**src/rtl/uio_link_pkg.sv**
```systemverilog
// uio_link_pkg
// Shared constants and types for the bottom-edge UIO link endpoint.
// The bit indices are the same on UIO_BOT_FIN and UIO_BOT_FOUT. On FIN,
// bits 16 and 17 are the rx request toggle and the tx acknowledge toggle.
// On FOUT, the same positions carry the rx acknowledge toggle and the tx
// request toggle.
package uio_link_pkg;

  localparam int FIN_W       = 20;
  localparam int RX_DATA_LSB = 0;
  localparam int DATA_W      = 16;
  localparam int RX_REQ_BIT  = 16;
  localparam int TX_ACK_BIT  = 17;
  localparam int RSVD_BIT    = 18;
  localparam int LINK_EN_BIT = 19;

  // Link bring-up state. SYNC is a single cycle that aligns the local
  // toggles with whatever the fabric is currently presenting.
  typedef enum logic [1:0] {
    IDLE = 2'd0,
    SYNC = 2'd1,
    UP   = 2'd2
  } link_state_e;

endpackage

```
**src/rtl/uio_link_fifo.sv**
```systemverilog
// uio_link_fifo
// Small synchronous FIFO with a flush input. The head word is read straight
// out of the storage array, so a word is visible on data_o in the cycle
// after it is pushed. The empty and full flags are registered.
// Ports:
//   clk_i, rst_i  clock and synchronous active-high reset
//   flush_i       discard all contents; takes priority over push and pop
//   push_i/data_i write data_i when the FIFO is not full
//   pop_i         drop the head word when the FIFO is not empty
//   data_o        head word (meaningful only while !empty_o)
//   empty_o       FIFO holds no words
//   full_o        FIFO holds DEPTH words
module uio_link_fifo #(
  parameter int DEPTH = 4,
  parameter int WIDTH = 16
) (
  input  logic             clk_i,
  input  logic             rst_i,
  input  logic             flush_i,
  input  logic             push_i,
  input  logic [WIDTH-1:0] data_i,
  input  logic             pop_i,
  output logic [WIDTH-1:0] data_o,
  output logic             empty_o,
  output logic             full_o
);

  localparam int AW = $clog2(DEPTH);
  localparam logic [AW:0] FULL_CNT = (AW+1)'(DEPTH);

  logic [WIDTH-1:0] mem_q [DEPTH];
  logic [AW-1:0]    wr_ptr_q, wr_ptr_d;
  logic [AW-1:0]    rd_ptr_q, rd_ptr_d;
  logic [AW:0]      count_q, count_d;
  logic             empty_q, full_q;
  logic             do_push, do_pop;

  // A push into a full FIFO is refused even when a pop happens in the
  // same cycle; the freed slot only becomes usable on the next edge.
  assign do_push = push_i & ~full_q & ~flush_i;
  assign do_pop  = pop_i & ~empty_q & ~flush_i;

  // Pointer and occupancy update. Power-of-two depth lets the pointers
  // wrap naturally, while the separate count distinguishes full from empty.
  always_comb begin
    wr_ptr_d = wr_ptr_q;
    rd_ptr_d = rd_ptr_q;
    count_d  = count_q;
    if (flush_i) begin
      wr_ptr_d = '0;
      rd_ptr_d = '0;
      count_d  = '0;
    end else begin
      if (do_push) wr_ptr_d = wr_ptr_q + AW'(1);
      if (do_pop)  rd_ptr_d = rd_ptr_q + AW'(1);
      case ({do_push, do_pop})
        2'b10:   count_d = count_q + (AW+1)'(1);
        2'b01:   count_d = count_q - (AW+1)'(1);
        default: count_d = count_q;
      endcase
    end
  end

  // Flags are computed from the next occupancy so that they are plain
  // flops at the outputs.
  always_ff @(posedge clk_i) begin
    if (rst_i) begin
      wr_ptr_q <= '0;
      rd_ptr_q <= '0;
      count_q  <= '0;
      empty_q  <= 1'b1;
      full_q   <= 1'b0;
    end else begin
      wr_ptr_q <= wr_ptr_d;
      rd_ptr_q <= rd_ptr_d;
      count_q  <= count_d;
      empty_q  <= (count_d == '0);
      full_q   <= (count_d == FULL_CNT);
    end
  end

  // The storage array is not reset; its contents only matter while the
  // occupancy says a slot is live.
  always_ff @(posedge clk_i) begin
    if (do_push) mem_q[wr_ptr_q] <= data_i;
  end

  assign data_o  = mem_q[rd_ptr_q];
  assign empty_o = empty_q;
  assign full_o  = full_q;

endmodule

```
**src/rtl/uio_bot_link_endpoint.sv**
```systemverilog
// uio_bot_link_endpoint
// Off-fabric endpoint for the 20-wire UIO_BOT bundle. It converts the
// toggle-handshaked 16-bit duplex fabric link into host valid/ready streams.
// Each direction is buffered in a FIFO. The fabric enable line brings the
// link up and down.
// Ports:
//   UserCLK, RST    clock and synchronous active-high reset
//   UIO_BOT_FIN     [15:0] rx data, [16] rx req, [17] tx ack, [18] unused,
//                   [19] link enable
//   UIO_BOT_FOUT    [15:0] tx data, [16] rx ack, [17] tx req, [18] rx full,
//                   [19] link up
//   rx_data/rx_valid/rx_ready  host receive stream (fabric -> host)
//   tx_data/tx_valid/tx_ready  host transmit stream (host -> fabric)
//   link_up         link is in the UP state
module uio_bot_link_endpoint
  import uio_link_pkg::*;
#(
  parameter int RX_DEPTH = 4,
  parameter int TX_DEPTH = 4
) (
  input  logic              UserCLK,
  input  logic              RST,
  input  logic [FIN_W-1:0]  UIO_BOT_FIN,
  output logic [FIN_W-1:0]  UIO_BOT_FOUT,
  output logic [DATA_W-1:0] rx_data,
  output logic              rx_valid,
  input  logic              rx_ready,
  input  logic [DATA_W-1:0] tx_data,
  input  logic              tx_valid,
  output logic              tx_ready,
  output logic              link_up
);

  logic [FIN_W-1:0]  fin_q;
  link_state_e       state_q, state_d;
  logic              rx_ack_q, rx_ack_d;
  logic              tx_req_q, tx_req_d;
  logic              tx_busy_q, tx_busy_d;
  logic [DATA_W-1:0] tx_word_q, tx_word_d;
  logic              link_up_q;

  logic              rx_full, rx_empty, tx_full, tx_empty;
  logic [DATA_W-1:0] tx_head;
  logic              active, flush;
  logic              rx_push, rx_pop, tx_push, tx_pop;
  logic              tx_ack_seen, tx_free;
  logic              rsvd_unused;

  assign rsvd_unused = fin_q[RSVD_BIT];

  // Transfers run only in UP while the registered enable is still high.
  // The cycle in which the enable drops is the flushing edge, so nothing
  // moves in that cycle either.
  assign active      = (state_q == UP) & fin_q[LINK_EN_BIT];
  assign flush       = ~active;
  assign rx_push     = active & (fin_q[RX_REQ_BIT] != rx_ack_q) & ~rx_full;
  assign rx_pop      = rx_valid & rx_ready;
  assign tx_push     = tx_valid & tx_ready;
  assign tx_ack_seen = (fin_q[TX_ACK_BIT] == tx_req_q);
  assign tx_free     = ~tx_busy_q | tx_ack_seen;
  assign tx_pop      = active & tx_free & ~tx_empty;

  uio_link_fifo #(.DEPTH(RX_DEPTH), .WIDTH(DATA_W)) u_rx_fifo (
    .clk_i   (UserCLK),
    .rst_i   (RST),
    .flush_i (flush),
    .push_i  (rx_push),
    .data_i  (fin_q[RX_DATA_LSB +: DATA_W]),
    .pop_i   (rx_pop),
    .data_o  (rx_data),
    .empty_o (rx_empty),
    .full_o  (rx_full)
  );

  uio_link_fifo #(.DEPTH(TX_DEPTH), .WIDTH(DATA_W)) u_tx_fifo (
    .clk_i   (UserCLK),
    .rst_i   (RST),
    .flush_i (flush),
    .push_i  (tx_push),
    .data_i  (tx_data),
    .pop_i   (tx_pop),
    .data_o  (tx_head),
    .empty_o (tx_empty),
    .full_o  (tx_full)
  );

  // Link state machine plus toggle and tx word bookkeeping. SYNC copies the
  // fabric toggles so that a stale request/ack difference left over from a
  // previous session never looks like a new transfer.
  always_comb begin
    state_d   = state_q;
    rx_ack_d  = rx_ack_q;
    tx_req_d  = tx_req_q;
    tx_busy_d = tx_busy_q;
    tx_word_d = tx_word_q;
    case (state_q)
      IDLE: begin
        tx_busy_d = 1'b0;
        if (fin_q[LINK_EN_BIT]) state_d = SYNC;
      end
      SYNC: begin
        rx_ack_d = fin_q[RX_REQ_BIT];
        tx_req_d = fin_q[TX_ACK_BIT];
        state_d  = UP;
      end
      UP: begin
        if (!fin_q[LINK_EN_BIT]) begin
          state_d   = IDLE;
          tx_busy_d = 1'b0;
        end else begin
          if (rx_push) rx_ack_d = ~rx_ack_q;
          if (tx_pop) begin
            tx_word_d = tx_head;
            tx_req_d  = ~tx_req_q;
            tx_busy_d = 1'b1;
          end else if (tx_ack_seen) begin
            tx_busy_d = 1'b0;
          end
        end
      end
      default: state_d = IDLE;
    endcase
  end

  // Every fabric-facing output comes from a flop, and every decision uses
  // the registered copy of FIN.
  always_ff @(posedge UserCLK) begin
    if (RST) begin
      fin_q     <= '0;
      state_q   <= IDLE;
      rx_ack_q  <= 1'b0;
      tx_req_q  <= 1'b0;
      tx_busy_q <= 1'b0;
      tx_word_q <= '0;
      link_up_q <= 1'b0;
    end else begin
      fin_q     <= UIO_BOT_FIN;
      state_q   <= state_d;
      rx_ack_q  <= rx_ack_d;
      tx_req_q  <= tx_req_d;
      tx_busy_q <= tx_busy_d;
      tx_word_q <= tx_word_d;
      link_up_q <= (state_d == UP);
    end
  end

  assign UIO_BOT_FOUT[RX_DATA_LSB +: DATA_W] = tx_word_q;
  assign UIO_BOT_FOUT[RX_REQ_BIT]            = rx_ack_q;
  assign UIO_BOT_FOUT[TX_ACK_BIT]            = tx_req_q;
  assign UIO_BOT_FOUT[RSVD_BIT]              = rx_full;
  assign UIO_BOT_FOUT[LINK_EN_BIT]           = link_up_q;

  assign rx_valid = ~rx_empty;
  assign tx_ready = link_up_q & ~tx_full;
  assign link_up  = link_up_q;

endmodule
```
**config.mk**
```make
export PLATFORM = sky130hd
export DESIGN_NAME = uio_bot_link_endpoint
export DESIGN_NICKNAME = d
export VERILOG_FILES = /design/src/rtl/uio_link_pkg.sv /design/src/rtl/uio_link_fifo.sv /design/src/rtl/uio_bot_link_endpoint.sv
export SDC_FILE = /design/constraint.sdc
export NUM_CORES = 1
export LEC_CHECK = 0
export BUFFER_PORTS_ARGS = -buffer_cell sky130_fd_sc_hd__buf_2
export CORE_MARGIN = 4
export CORE_UTILIZATION = 35
export CTS_CLUSTER_DIAMETER = 40
export CTS_CLUSTER_SIZE = 40
export DETAILED_ROUTE_END_ITERATION = 16
export PLACE_DENSITY = 0.58
export SLEW_MARGIN = 5
export SYNTH_ARGS = -nofsm -noshare
export SYNTH_HDL_FRONTEND = slang
export SYNTH_SLANG_ARGS = --single-unit
```
**constraint.sdc**
```tcl
create_clock -name UserCLK -period 2.2 [get_ports UserCLK]
set_clock_uncertainty 0.05 [all_clocks]
set_input_delay 0.44 -clock UserCLK [delete_from_list [all_inputs] [get_ports UserCLK]]
set_output_delay 0.44 -clock UserCLK [all_outputs]
set_load 0.01 [all_outputs]
```
==> reports/qor.txt <==
Seq pwr share - 54.0%
GPL Wtd Cong - 0.749
Max_cap viols - 0
CP cell instances - buf_12 > mux4_2 > buf_6
Leak - 2.96 nW
Max incr delay on CP - 0.54 ns
Warnings, synthesis - 0
Diode count - 0
Worst path top cell family by delay - multiplexers
Placeable core area - 19500 sq um
Reg2Reg Depth - 9
Largest net degree at the start of global routing - 42
Initial DRC count - 189
DR WL/cell - 16.8 um
Vias - 3670
Crit path time final - 2.15 ns
Setup CP Type - flip-flop to output port
Synth Flop Type - edfxtp_1
Cell area after synthesis - 6990 sq um
Worst vdd ir - 0.000604 V
Vias per inst - 4.63
Int Pwr - 5.70 mW
CP Max Fanout - 8
Post-synth cell types - 38
Initial Utilization - 35.8%
Mean post-synth cell area - 16.8 sq um
Hold slack - 0.172 ns
DRT Wirelength - 13300 um
Clock Pin Slew Worst Setup and Hold Paths - 0.07 ns
Fin crit share - 97.8%
Combinational share of power - 1.4%
CTS tree - built
Most common cell after layout, fill and taps aside - edfxtp_1
Layout cells sized above 1 - 34.3%
CP bufs+invs - 2
CP required - 1.71 ns
Status - finished, final reports clean
Number of global-route vias before repair - 3895
Post-DP HPWL - 8440 um
Final WS setup - 0.0485 ns
Arr. time, crit path - 1.66 ns
Final net count - 566
Synth Net Count - 467
ANT nets after route - 0
Final setup fails - 0
Hold EP - fin_q[10]
Total grt overflow - 0
Slowest stage cell, crit path - mux4_2
Clock tree buffer depth - 2
Die Wd - 149 um
Power density cells - 835 nW/um^2
CTS buffer count - 17
Die Footprint - 22300 sq um
Worst r2r src - state_q[0]
CTS root buffer - clkbuf_16
Clock Power Share - 44.6%
Area Overhead vs Synth - 21.5%
FILL cells - 1779
CP Capture Type - output port
Register area share after synthesis - 72.5%
DR DRC count - 0
Measured slew at the worst slew-check pin - 0.499 ns
CP Depth - 3
Max Clk Rate - 0.465 GHz
Worst reg2reg endpoint - u_rx_fifo.empty_o
I/O pins - 79
RSZ-0062 raised after global routing - yes
Switching part of the total - 19.6%
Synthesized instance count - 415
TritonRoute pass-1 iters - 4
Psw - 1.39 mW
CP Launch Type - flip-flop
R2r setup slk - 0.12 ns
Ys async rst share - 0%
Yosys reg bits - 189
Commonest cells after routing, fill and taps aside - 128 x edfxtp_1, 72 x buf_2, 57 x dfxtp_1
Number of port buffers - 77
# rows - 51
Worst Hold Class - input pin to flip-flop
Initial antenna violation count - 0
Post-synth EDFFs - 128
Worst-Skew Late Latency - 0.42 ns
Finished Core Util - 43.5%
Die H - 149 um
Min-delay src - UIO_BOT_FIN[10]
Slew Viols, Final - 0
Final Hold Fails - 0
Number of H-tree levels - 4
Clk sink count - 189
Hold Path Stages - 2
Pre-CTS setup slack - 0.0196 ns
Gr usage total - 12.5%
Buffer count from post-CTS setup fixing - 0
Max_slew headroom - 66.7%
First-pass GRT wire length - 20900 um
## state kept, by name (all words and copies together), names as in the netlist, named ones only
register,count
u_tx_fifo.count_q,3
u_rx_fifo.wr_ptr_q,2
u_rx_fifo.full_o,1
fin_q,19
u_rx_fifo.rd_ptr_q,2
u_rx_fifo.mem_q,64
rx_ack_q,1
u_tx_fifo.rd_ptr_q,2
u_rx_fifo.empty_o,1
tx_req_q,1
tx_busy_q,1
tx_word_q,16
u_tx_fifo.wr_ptr_q,2
u_tx_fifo.empty_o,1
link_up,1
u_tx_fifo.mem_q,64
u_rx_fifo.count_q,3
state_q,2
u_tx_fifo.full_o,1
## layer usage
| metal | vias to the layer above | track usage [%] | part of all wire (%) |
|---|---|---|---|
| met5 | - | 0 | 0 |
| met4 | 0 | 3.43 | 1.0 |
| met3 | 9 | 4.16 | 5.6 |
| met2 | 87 | 21.8 | 52 |
| met1 | 1841 | 14.7 | 41 |
| li1 | 1733 | - | - |
## cell usage after synthesis (3+ instances only)
cell type    n  area (sq um)
edfxtp_1   128          3840
dfxtp_1     61          1220
nand2_1     34           128
mux4_2      32           721
a21oi_1     23           115
nor2_1      21          78.8
nor2b_1     21           131
inv_1       11          41.3
ha_1        10           125
and2_1       8          50.1
xnor2_1      8          70.1
buf_2        7          35.0
clkbuf_1     7          26.3
buf_4        4          30.0
mux2i_1      4          40.0
xor2_1       4          35.0
buf_6        3          33.8
nor3_1       3          15.0
nor3b_1      3          22.5
o21ai_0      3          15.0
## worst max-delay path by stage
stage / start / slack, ns / to
finish: flip-flop / 0.05 / rx_data[14]
global route: flip-flop / -0.03 / rx_data[14]
CTS: flip-flop / 0.01 / rx_data[14]
detailed placement: tx_valid / 0.02 / u_tx_fifo.empty_o
global placement: rx_ready / 0.06 / u_rx_fifo.empty_o
floorplan: state_q[0] / -0.04 / u_rx_fifo.empty_o
## stage by stage
step / setup TNS, ns / power [mW] / area (sq um) / std cells
2_1_floorplan: -0.0407 / 3.94 / 7000 / 415
3_3_place_gp: 0 / 4.00 / 7760 / 759
3_5_place_dp: 0 / 4.01 / 7760 / 759
4_1_cts: 0 / 7.18 / 8420 / 792
5_1_grt: -0.0545 / 7.35 / 8490 / 792
6_report: 0 / 7.09 / 8490 / 792
## final cells by class
class | count | area [sq um] | area share (%)
clock buffers | 18 | 439 | 5.17
flip-flops and latches | 189 | 5070 | 59.8
multi-input cells | 192 | 1780 | 20.9
inverters | 12 | 50.0 | 0.590
clock inverters | 14 | 183 | 2.15
well taps | 265 | 332 | 3.91
repair buffers | 102 | 637 | 7.50
## cells by family after synthesis
logic type | synth area share, %
AO/OA/AOI/OAI | 2.76
buffers and inverters | 2.79
multiplexers | 10.9
AND/OR/NAND/NOR | 7.18
XOR/XNOR | 1.50
flip-flops | 72.5
adder cells (fa/ha/maj) | 2.36
## worst reg2reg max path: stages, from the launching register on
cell and delay (ns):
dfxtp_1 0.31, nand3b_4 0.18, nor3_2 0.19, inv_1 0.06, ha_1 0.21, fa_1 0.39
xnor2_1 0.13, nor2_1 0.17, xnor2_2 0.10, a21o_1 0.18
## timing repair
action,CTS,global route
hold buffers,0,0
endpoints found under the setup margin,1,11
gates cloned,1,0
pin swaps,0,4
resized for setup,3,14
## power groups by stage
| stage | registers [mW] | clock network, mW | logic, mW |
|---|---|---|---|
| 2_1_floorplan | 3.90 | 0 | 0.0387 |
| 3_3_place_gp | 3.90 | 0 | 0.0983 |
| 3_5_place_dp | 3.91 | 0 | 0.101 |
| 4_1_cts | 3.83 | 3.25 | 0.102 |
| 5_1_grt | 3.83 | 3.41 | 0.113 |
| 6_report | 3.83 | 3.16 | 0.102 |
(Power assumes the default switching activity.)
